--- src/rtl/reg_share_ctrl_if.sv ---
// ============================================================================
// Module      : reg_share_ctrl_if
// Description : Requester-side bus of the shared-register write controller.
// Revision    : 1.0 - initial release
// ============================================================================
`default_nettype none

interface reg_share_ctrl_if #(
    parameter int N_REQ = 4,
    parameter int WIDTH = 4
) ();
    localparam int c_OWNER_W = (N_REQ > 1) ? $clog2(N_REQ) : 1;

    logic [N_REQ-1:0]       req;
    logic [N_REQ-1:0]       op_clr;
    logic [N_REQ*WIDTH-1:0] wr_data;
    logic [N_REQ-1:0]       gnt;
    logic [N_REQ-1:0]       ack;
    logic [c_OWNER_W-1:0]   owner;
    logic                   busy;
    logic                   reg_load;
    logic                   reg_clear;
    logic [WIDTH-1:0]       reg_d;

    modport master (
        output req, op_clr, wr_data,
        input  gnt, ack, owner, busy, reg_load, reg_clear, reg_d
    );

    modport slave (
        input  req, op_clr, wr_data,
        output gnt, ack, owner, busy, reg_load, reg_clear, reg_d
    );
endinterface

`default_nettype wire

--- src/rtl/reg_share_ctrl.sv ---
// ============================================================================
// Module      : reg_share_ctrl
// Description : Round-robin arbiter that serialises load/clear writes from
//               several requesters onto one shared storage register.
// Revision    : 1.0 - initial release
// ============================================================================
`default_nettype none

module reg_share_ctrl #(
    parameter int N_REQ = 4,
    parameter int WIDTH = 4
) (
    input  logic            clk,
    input  logic            clear_n,
    reg_share_ctrl_if.slave bus
);
    localparam int                     c_OWNER_W  = (N_REQ > 1) ? $clog2(N_REQ) : 1;
    localparam logic [c_OWNER_W-1:0]   c_LAST_RST = c_OWNER_W'(N_REQ - 1);
    localparam logic [N_REQ-1:0]       c_ONE      = {{(N_REQ-1){1'b0}}, 1'b1};

    typedef enum logic [1:0] {
        S_IDLE  = 2'd0,
        S_GRANT = 2'd1,
        S_WRITE = 2'd2,
        S_DONE  = 2'd3
    } state_t;

    state_t                 r_state;
    logic [c_OWNER_W-1:0]   r_last;
    logic [c_OWNER_W-1:0]   r_owner;
    logic [N_REQ-1:0]       r_gnt;
    logic [N_REQ-1:0]       r_ack;
    logic                   r_busy;
    logic                   r_load;
    logic                   r_clear;
    logic [WIDTH-1:0]       r_d;

    state_t                 w_state;
    logic [c_OWNER_W-1:0]   w_last;
    logic [c_OWNER_W-1:0]   w_owner;
    logic [N_REQ-1:0]       w_gnt;
    logic [N_REQ-1:0]       w_ack;
    logic                   w_load;
    logic                   w_clear;
    logic [WIDTH-1:0]       w_d;
    logic                   w_found;
    logic [c_OWNER_W-1:0]   w_pick;
    logic [c_OWNER_W-1:0]   w_cand;

    // Search starts just past the last served requester, wrapping around.
    always_comb begin
        w_found = 1'b0;
        w_pick  = '0;
        w_cand  = '0;
        for (int i = 1; i <= N_REQ; i++) begin
            w_cand = c_OWNER_W'((int'(r_last) + i) % N_REQ);
            if (!w_found && bus.req[w_cand]) begin
                w_found = 1'b1;
                w_pick  = w_cand;
            end
        end
    end

    always_comb begin
        w_state = r_state;
        w_owner = r_owner;
        w_last  = r_last;
        w_gnt   = '0;
        w_ack   = '0;
        w_load  = 1'b0;
        w_clear = 1'b0;
        w_d     = r_d;
        case (r_state)
            S_IDLE: begin
                if (w_found) begin
                    w_state = S_GRANT;
                    w_owner = w_pick;
                    w_gnt   = c_ONE << w_pick;
                end
            end
            S_GRANT: begin
                // A requester that lets go during its grant forfeits the turn
                // without moving the round-robin pointer.
                if (bus.req[r_owner]) begin
                    w_state = S_WRITE;
                    w_d     = bus.wr_data[int'(r_owner)*WIDTH +: WIDTH];
                    w_load  = ~bus.op_clr[r_owner];
                    w_clear = bus.op_clr[r_owner];
                end else begin
                    w_state = S_IDLE;
                end
            end
            S_WRITE: begin
                w_state = S_DONE;
                w_ack   = c_ONE << r_owner;
            end
            S_DONE: begin
                w_state = S_IDLE;
                w_last  = r_owner;
            end
            default: begin
                w_state = S_IDLE;
            end
        endcase
    end

    // Reset drives reg_clear high so the shared register is wiped too.
    always_ff @(posedge clk) begin
        if (!clear_n) begin
            r_state <= S_IDLE;
            r_last  <= c_LAST_RST;
            r_owner <= '0;
            r_gnt   <= '0;
            r_ack   <= '0;
            r_busy  <= 1'b0;
            r_load  <= 1'b0;
            r_clear <= 1'b1;
            r_d     <= '0;
        end else begin
            r_state <= w_state;
            r_last  <= w_last;
            r_owner <= w_owner;
            r_gnt   <= w_gnt;
            r_ack   <= w_ack;
            r_busy  <= (w_state != S_IDLE);
            r_load  <= w_load;
            r_clear <= w_clear;
            r_d     <= w_d;
        end
    end

    assign bus.gnt       = r_gnt;
    assign bus.ack       = r_ack;
    assign bus.owner     = r_owner;
    assign bus.busy      = r_busy;
    assign bus.reg_load  = r_load;
    assign bus.reg_clear = r_clear;
    assign bus.reg_d     = r_d;

endmodule

`default_nettype wire

--- src/flat_wrapper.sv ---
// flat-port wrapper written by rule: the top's interface ports become plain ports
module reg_share_ctrl_flat 
#(
    parameter int N_REQ = 4,
    parameter int WIDTH = 4
)
  (clk, clear_n, bus_req, bus_op_clr, bus_wr_data, bus_gnt, bus_ack, bus_owner, bus_busy, bus_reg_load, bus_reg_clear, bus_reg_d);
  reg_share_ctrl_if #(.N_REQ(N_REQ), .WIDTH(WIDTH)) bus_i ();
  input  logic clk;
  input  logic clear_n;
  input wire logic [$bits(bus_i.req)-1:0] bus_req;
  input wire logic [$bits(bus_i.op_clr)-1:0] bus_op_clr;
  input wire logic [$bits(bus_i.wr_data)-1:0] bus_wr_data;
  output wire logic [$bits(bus_i.gnt)-1:0] bus_gnt;
  output wire logic [$bits(bus_i.ack)-1:0] bus_ack;
  output wire logic [$bits(bus_i.owner)-1:0] bus_owner;
  output wire logic [$bits(bus_i.busy)-1:0] bus_busy;
  output wire logic [$bits(bus_i.reg_load)-1:0] bus_reg_load;
  output wire logic [$bits(bus_i.reg_clear)-1:0] bus_reg_clear;
  output wire logic [$bits(bus_i.reg_d)-1:0] bus_reg_d;
  assign bus_i.req = bus_req;
  assign bus_i.op_clr = bus_op_clr;
  assign bus_i.wr_data = bus_wr_data;
  assign bus_gnt = bus_i.gnt;
  assign bus_ack = bus_i.ack;
  assign bus_owner = bus_i.owner;
  assign bus_busy = bus_i.busy;
  assign bus_reg_load = bus_i.reg_load;
  assign bus_reg_clear = bus_i.reg_clear;
  assign bus_reg_d = bus_i.reg_d;
  reg_share_ctrl #(.N_REQ(N_REQ), .WIDTH(WIDTH)) u_core (.clk(clk), .clear_n(clear_n), .bus(bus_i));
endmodule
--- config.mk ---
export PLATFORM = sky130hd
export DESIGN_NAME = reg_share_ctrl_flat
export DESIGN_NICKNAME = d
export VERILOG_FILES = /design/src/rtl/reg_share_ctrl_if.sv /design/src/rtl/reg_share_ctrl.sv /design/src/flat_wrapper.sv
export SDC_FILE = /design/constraint.sdc
export NUM_CORES = 1
export LEC_CHECK = 0
export CAP_MARGIN = 30
export CELL_PAD_IN_SITES_DETAIL_PLACEMENT = 0
export CELL_PAD_IN_SITES_GLOBAL_PLACEMENT = 1
export CORE_ASPECT_RATIO = 1.2
export CORE_UTILIZATION = 30
export CTS_CLUSTER_SIZE = 10
export DETAILED_ROUTE_END_ITERATION = 8
export PLACE_DENSITY = 0.86
export SYNTH_ARGS = -nofsm -noshare
export SYNTH_HDL_FRONTEND = slang
export SYNTH_SLANG_ARGS = --single-unit
--- constraint.sdc ---
create_clock -name clk -period 2.1 [get_ports clk]
set_input_delay 0.42 -clock clk [delete_from_list [all_inputs] [get_ports clk]]
set_output_delay 0.42 -clock clk [all_outputs]
set_load 0.05 [all_outputs]
## After elaboration in Yosys (flattened, before gate mapping)

Index checks and enable logic that the tools add are counted.

- Register bits: 21
- Latch bits: 0
- Memory bits (writable): 0
- Memory bits (read-only): 0
- Bits of input ports: 26
- Logic and storage cells: 63
- Memories kept: 0

- $add $sub $neg: 4
- Multipliers: 0
- Divide/modulo/power cells: 0
- Magnitude comparators: 5
- Eq/ne operators: 3
- Shift operators: 3
- Mux-type cells: 25
- Bitwise logic cells: 1
- Reduce and logical (&&, ||, !) cells: 13

Operators by type and width:

| kind | number |
|---|---|
| $shiftx 16x5->4 | 1 |
| $lt 2x3->1 const B | 5 |
| $bmux 1 s2 | 6 |
| $mux 1 | 12 |
| $mux 2 | 6 |
| $pmux 2 s4 | 1 |
| $shl 1x2->4 const A | 2 |
| $reduce_and 2->1 | 3 |
| $reduce_and 3->1 | 2 |
| $add 2x1->2 const B | 2 |
| $add 2x2->2 const B | 2 |
| $eq 2x2->1 const B | 2 |
| $logic_and 1x1->1 | 3 |
| $logic_not 1->1 | 3 |
| $eq 2x1->1 const B | 1 |
| $logic_not 2->1 | 1 |
| $reduce_bool 2->1 | 1 |
| $not 1->1 | 1 |

## Longest topological paths before layout

- Word-level depth: 16
- Depth in mapped cells: 5

## Least setup slack after synthesis

No wires, ideal clock.

- Kind: reg2reg
- Start: register u_core.r_owner[0] (netlist: u_core.bus.owner[0])
- End: register u_core.r_d[0] (netlist: u_core.bus.reg_d[0])
- Arrival: 1,723 ps
- Data required time: 1,983 ps
- Setup slack: 259 ps
- Cell stages (with the launch flop): 5
- Path buffers: 1
- Cell sequence: dfxtp_1 buf_2 mux4_2 mux2i_1 nor2b_1

- Longest elaborated chain between the ends: 3
- Elaborated cells between the ends (all ways): 4

Ends and longest elaborated chain:

| item | RTL line | source |
|---|---|---|
| from (decl) | reg_share_ctrl.sv:30 | `logic [c_OWNER_W-1:0] r_owner;` |
| from (signal assigned) | reg_share_ctrl.sv:122 | `r_owner <= w_owner;` |
| parallel branches: the longest is 3 deep, another holds $shiftx 16x5->4 | -- |  |
| to (signal assigned) | reg_share_ctrl.sv:128 | `r_d <= w_d;` |
| to (decl) | reg_share_ctrl.sv:36 | `logic [WIDTH-1:0] r_d;` |

Parallel ways; which one is timed is not known. The select of a mux whose other input is x is not followed.
A chain may end at the register's enable or synchronous reset.

## Worst setup path after layout

- Start: register u_core.r_d[2] (netlist: u_core.bus.reg_d[2])
- End: output port bus_reg_d[2]

RTL lines:

| item | RTL line | source |
|---|---|---|
| to (decl) | flat_wrapper.sv:20 | `output wire logic [$bits(bus_i.reg_d)-1:0] bus_reg_d;` |

No word-level cell between the ends.

==> metrics.yaml <==
synthesis:
  synth_top_family_by_area: "simple AND/OR/NAND/NOR gates"
  synth-simple-area-share: 0.2386
  synthAdderAreaFrac: 0
  ys_types: 33
  syn-instance-count: 91
  synth-seq-cells: 21
  syn-cell-area_um2: 959.7
  synth-seq-area-share: 0.4381
  yosys_warnings: 0
  syn_nets: 117
  synthMuxAreaShare: 0.1904
  synth-xor-area-share: 0
  synth_compound_area_frac: 0.1004
  syn_area_per_cell_um2: 10.55
worst_setup_path:
  critical_path_required_ns: 1.68
  crit_buf_inv: 1
  critical_path.endpoint_type: "output port"
  slowest_stage: "clkdlybuf4s50_1"
  critPathTopFamily: "buffers and inverters"
  worstPathCellList: "clkdlybuf4s50_1"
  crit_type: "flop to output port"
  worstPathArrival_ns: 1.46
  cp_slowest_stage_delay_ns: 0.81
  startpoint_type: "flop"
  worstPathMaxFanout: 2
global_route:
  antenna_found_initial: 0
  grt_first_pass_wirelength_um: 3622
  grt_use_total: 0.1427
  grt_pass1_vias: 876
  grt.overflow.total: 0
  grt_max_degree: 13
power:
  leakage_nw: 0.5542
  p_per_area_mw_per_mm2: 616.9
  vdd_drop_max_mv: 0.3006
sta:
  setup-violations-final: 0
  fin_crit_sh: 0.8960
  skew_ns: 0.0008698
  grt_setup_unrepaired: "no"
  worst_pin_slew_ns: 0.5231
  hold_violations: 0
  setup-tns-final_ns: 0
  max-slew-margin-rel: 0.6508
  maxSlewViolCount: 0
  max_freq_mhz: 531.4
  fin_crit_ns: 1.882
floorplanning:
  core_mm2: 0.003055
  die_h_um: 63.96
  dieArea_mm2: 0.003430
  start_util: 0.3141
  pin_count: 43
  die_w_um: 53.63
  rows: 22
clock_tree:
  clock_path_buffers: 2
  cts.hold.buffers_added: 0
  cts_sinks: 21
  post_cts_buffers: 0
  cts_tree: "done"
  clock_latency_ns: 0.29
  post_cts_resize_count: 0
  cts_root_buffer: "clkbuf_4"
  cts.reportedPaths.clkPinSlew_ns: 0.10
  htree_num_levels: 1
  numCtsBuffers: 3
route:
  drc_errors: 0
  drt_iter0_drc: 19
  ant_nets: 0
  wirelength_um: 2221
  drt-vias-per-instance: 4.954
  num_vias: 857
  wl_per_cell_um: 12.84
  dr.pass1.iters: 5
worst_hold_path:
  worst_hold_path_type: "flop to flop"
cells_and_area:
  nets: 164
  regArea_um2: 420.4
  fillers: 290
  antenna_cells: 0
  finalCoreUtilization: 0.4795
  drive_gt1_frac: 0.1314
  syn_to_final_growth_pct: 52.67
  multi_input_area_um2: 508.0
job:
  drv_cap: 0
placement:
  gp_congestion: 0.7688
  port_buffers: 42
  detailed_place_hpwl_um: 1788
status:
  outcome: "completed"
[metrics by stage]
step	total power [W]	cells	instance area (um^2)	setup slack (ns)	hold slack (ns)
floorplan	0.0006130	91	959.7	0.2594	0.4775
global placement	0.0007254	169	1439	0.2103	0.5024
detailed placement	0.0007312	169	1439	0.1492	0.5027
CTS	0.0009119	173	1465	0.2055	0.5235
global route	0.0009533	173	1465	0.1487	0.5540
finish	0.0009039	173	1465	0.2183	0.5210
[power breakdown]
| group | internal (W) | total, W | switching (W) |
|---|---|---|---|
| Combinational | 0.000141 | 0.000274 | 0.000133 |
| Clock | 0.0000739 | 0.000184 | 0.000110 |
| Sequential | 0.000421 | 0.000446 | 0.0000256 |
[registers in the layout, summed over array words and instances (netlist names)]
register	cells
u_core.bus.ack	4
u_core.bus.gnt	4
u_core.bus.reg_d	4
u_core.bus.owner	2
u_core.r_last	2
u_core.r_state	2
u_core.bus.busy	1
u_core.bus.reg_clear	1
u_core.bus.reg_load	1
[synthesized netlist by cell type]
master / instances / area (um^2)
a211oi_1: 1 / 7.510
a21oi_1: 2 / 10.01
and2_1: 1 / 6.260
and2b_2: 1 / 8.760
and3_1: 1 / 6.260
and3b_1: 1 / 8.760
and3b_2: 1 / 10.01
and4_1: 1 / 8.760
and4b_1: 1 / 10.01
buf_1: 1 / 3.750
buf_2: 1 / 5.000
buf_6: 1 / 11.26
clkbuf_1: 1 / 3.750
dfxtp_1: 21 / 420.4
inv_1: 2 / 7.510
mux2i_1: 7 / 70.07
mux4_2: 5 / 112.6
nand2_1: 9 / 33.78
nand2b_1: 1 / 6.260
nand3_1: 4 / 20.02
nand3b_1: 1 / 7.510
nand4_1: 1 / 6.260
nor2_1: 4 / 15.01
nor2b_1: 7 / 43.79
nor3_1: 1 / 5.000
nor3b_1: 2 / 15.01
nor4_1: 1 / 6.260
o21a_1: 3 / 22.52
o21ai_0: 4 / 20.02
o22ai_1: 1 / 6.260
o22ai_4: 1 / 20.02
o32a_1: 1 / 10.01
or3b_4: 1 / 11.26
[routing by layer]
| metal | GRT usage | share of wire | vias to the layer above |
|---|---|---|---|
| li1 | - | - | 424 |
| met1 | 0.1652 | 0.42 | 400 |
| met2 | 0.2547 | 0.51 | 28 |
| met3 | 0.02143 | 0.059 | 5 |
| met4 | 0.04934 | 0.011 | 0 |
| met5 | 0 | 0 | - |
[final timing paths]
kind         slack, ns  cells after the start                   to                start
max               0.22                      1         bus_reg_d[2]  u_core.bus.reg_d[2]
min               0.52                      2  u_core.bus.reg_d[0]  u_core.bus.reg_d[0]
min reg2reg       0.52                      2  u_core.bus.reg_d[0]  u_core.bus.reg_d[0]
max reg2reg       0.48                      4  u_core.bus.reg_d[1]  u_core.bus.owner[0]
[cell usage in the layout, fill, tap and decap left out, types with 2 or more instances in the layout]
master           count
nand3_1              4
inv_1                2
clkbuf_4             3
o21a_1               3
nor3b_1              2
o21ai_0              4
nand2_1              9
clkdlybuf4s50_1     40
dfxtp_1             21
mux2i_1              7
a21oi_1              2
nor2_1               4
nor2b_1              7
mux4_2               5
buf_4                5
[cell families after synthesis]
kind of cell	count (synthesis)
multiplexers	12
AO/OA/AOI/OAI	13
flip-flops	21
buffers and inverters	6
AND/OR/NAND/NOR	39
[layout make-up]
class	instances	area share
Clock buffer	4	0.01793
Inverter	2	0.005124
Multi-Input combinational cell	64	0.3467
Sequential cell	21	0.2869
Tap cell	36	0.03074
Timing Repair Buffer	46	0.3126
No activity file was read; power rests on OpenSTA's default activity.
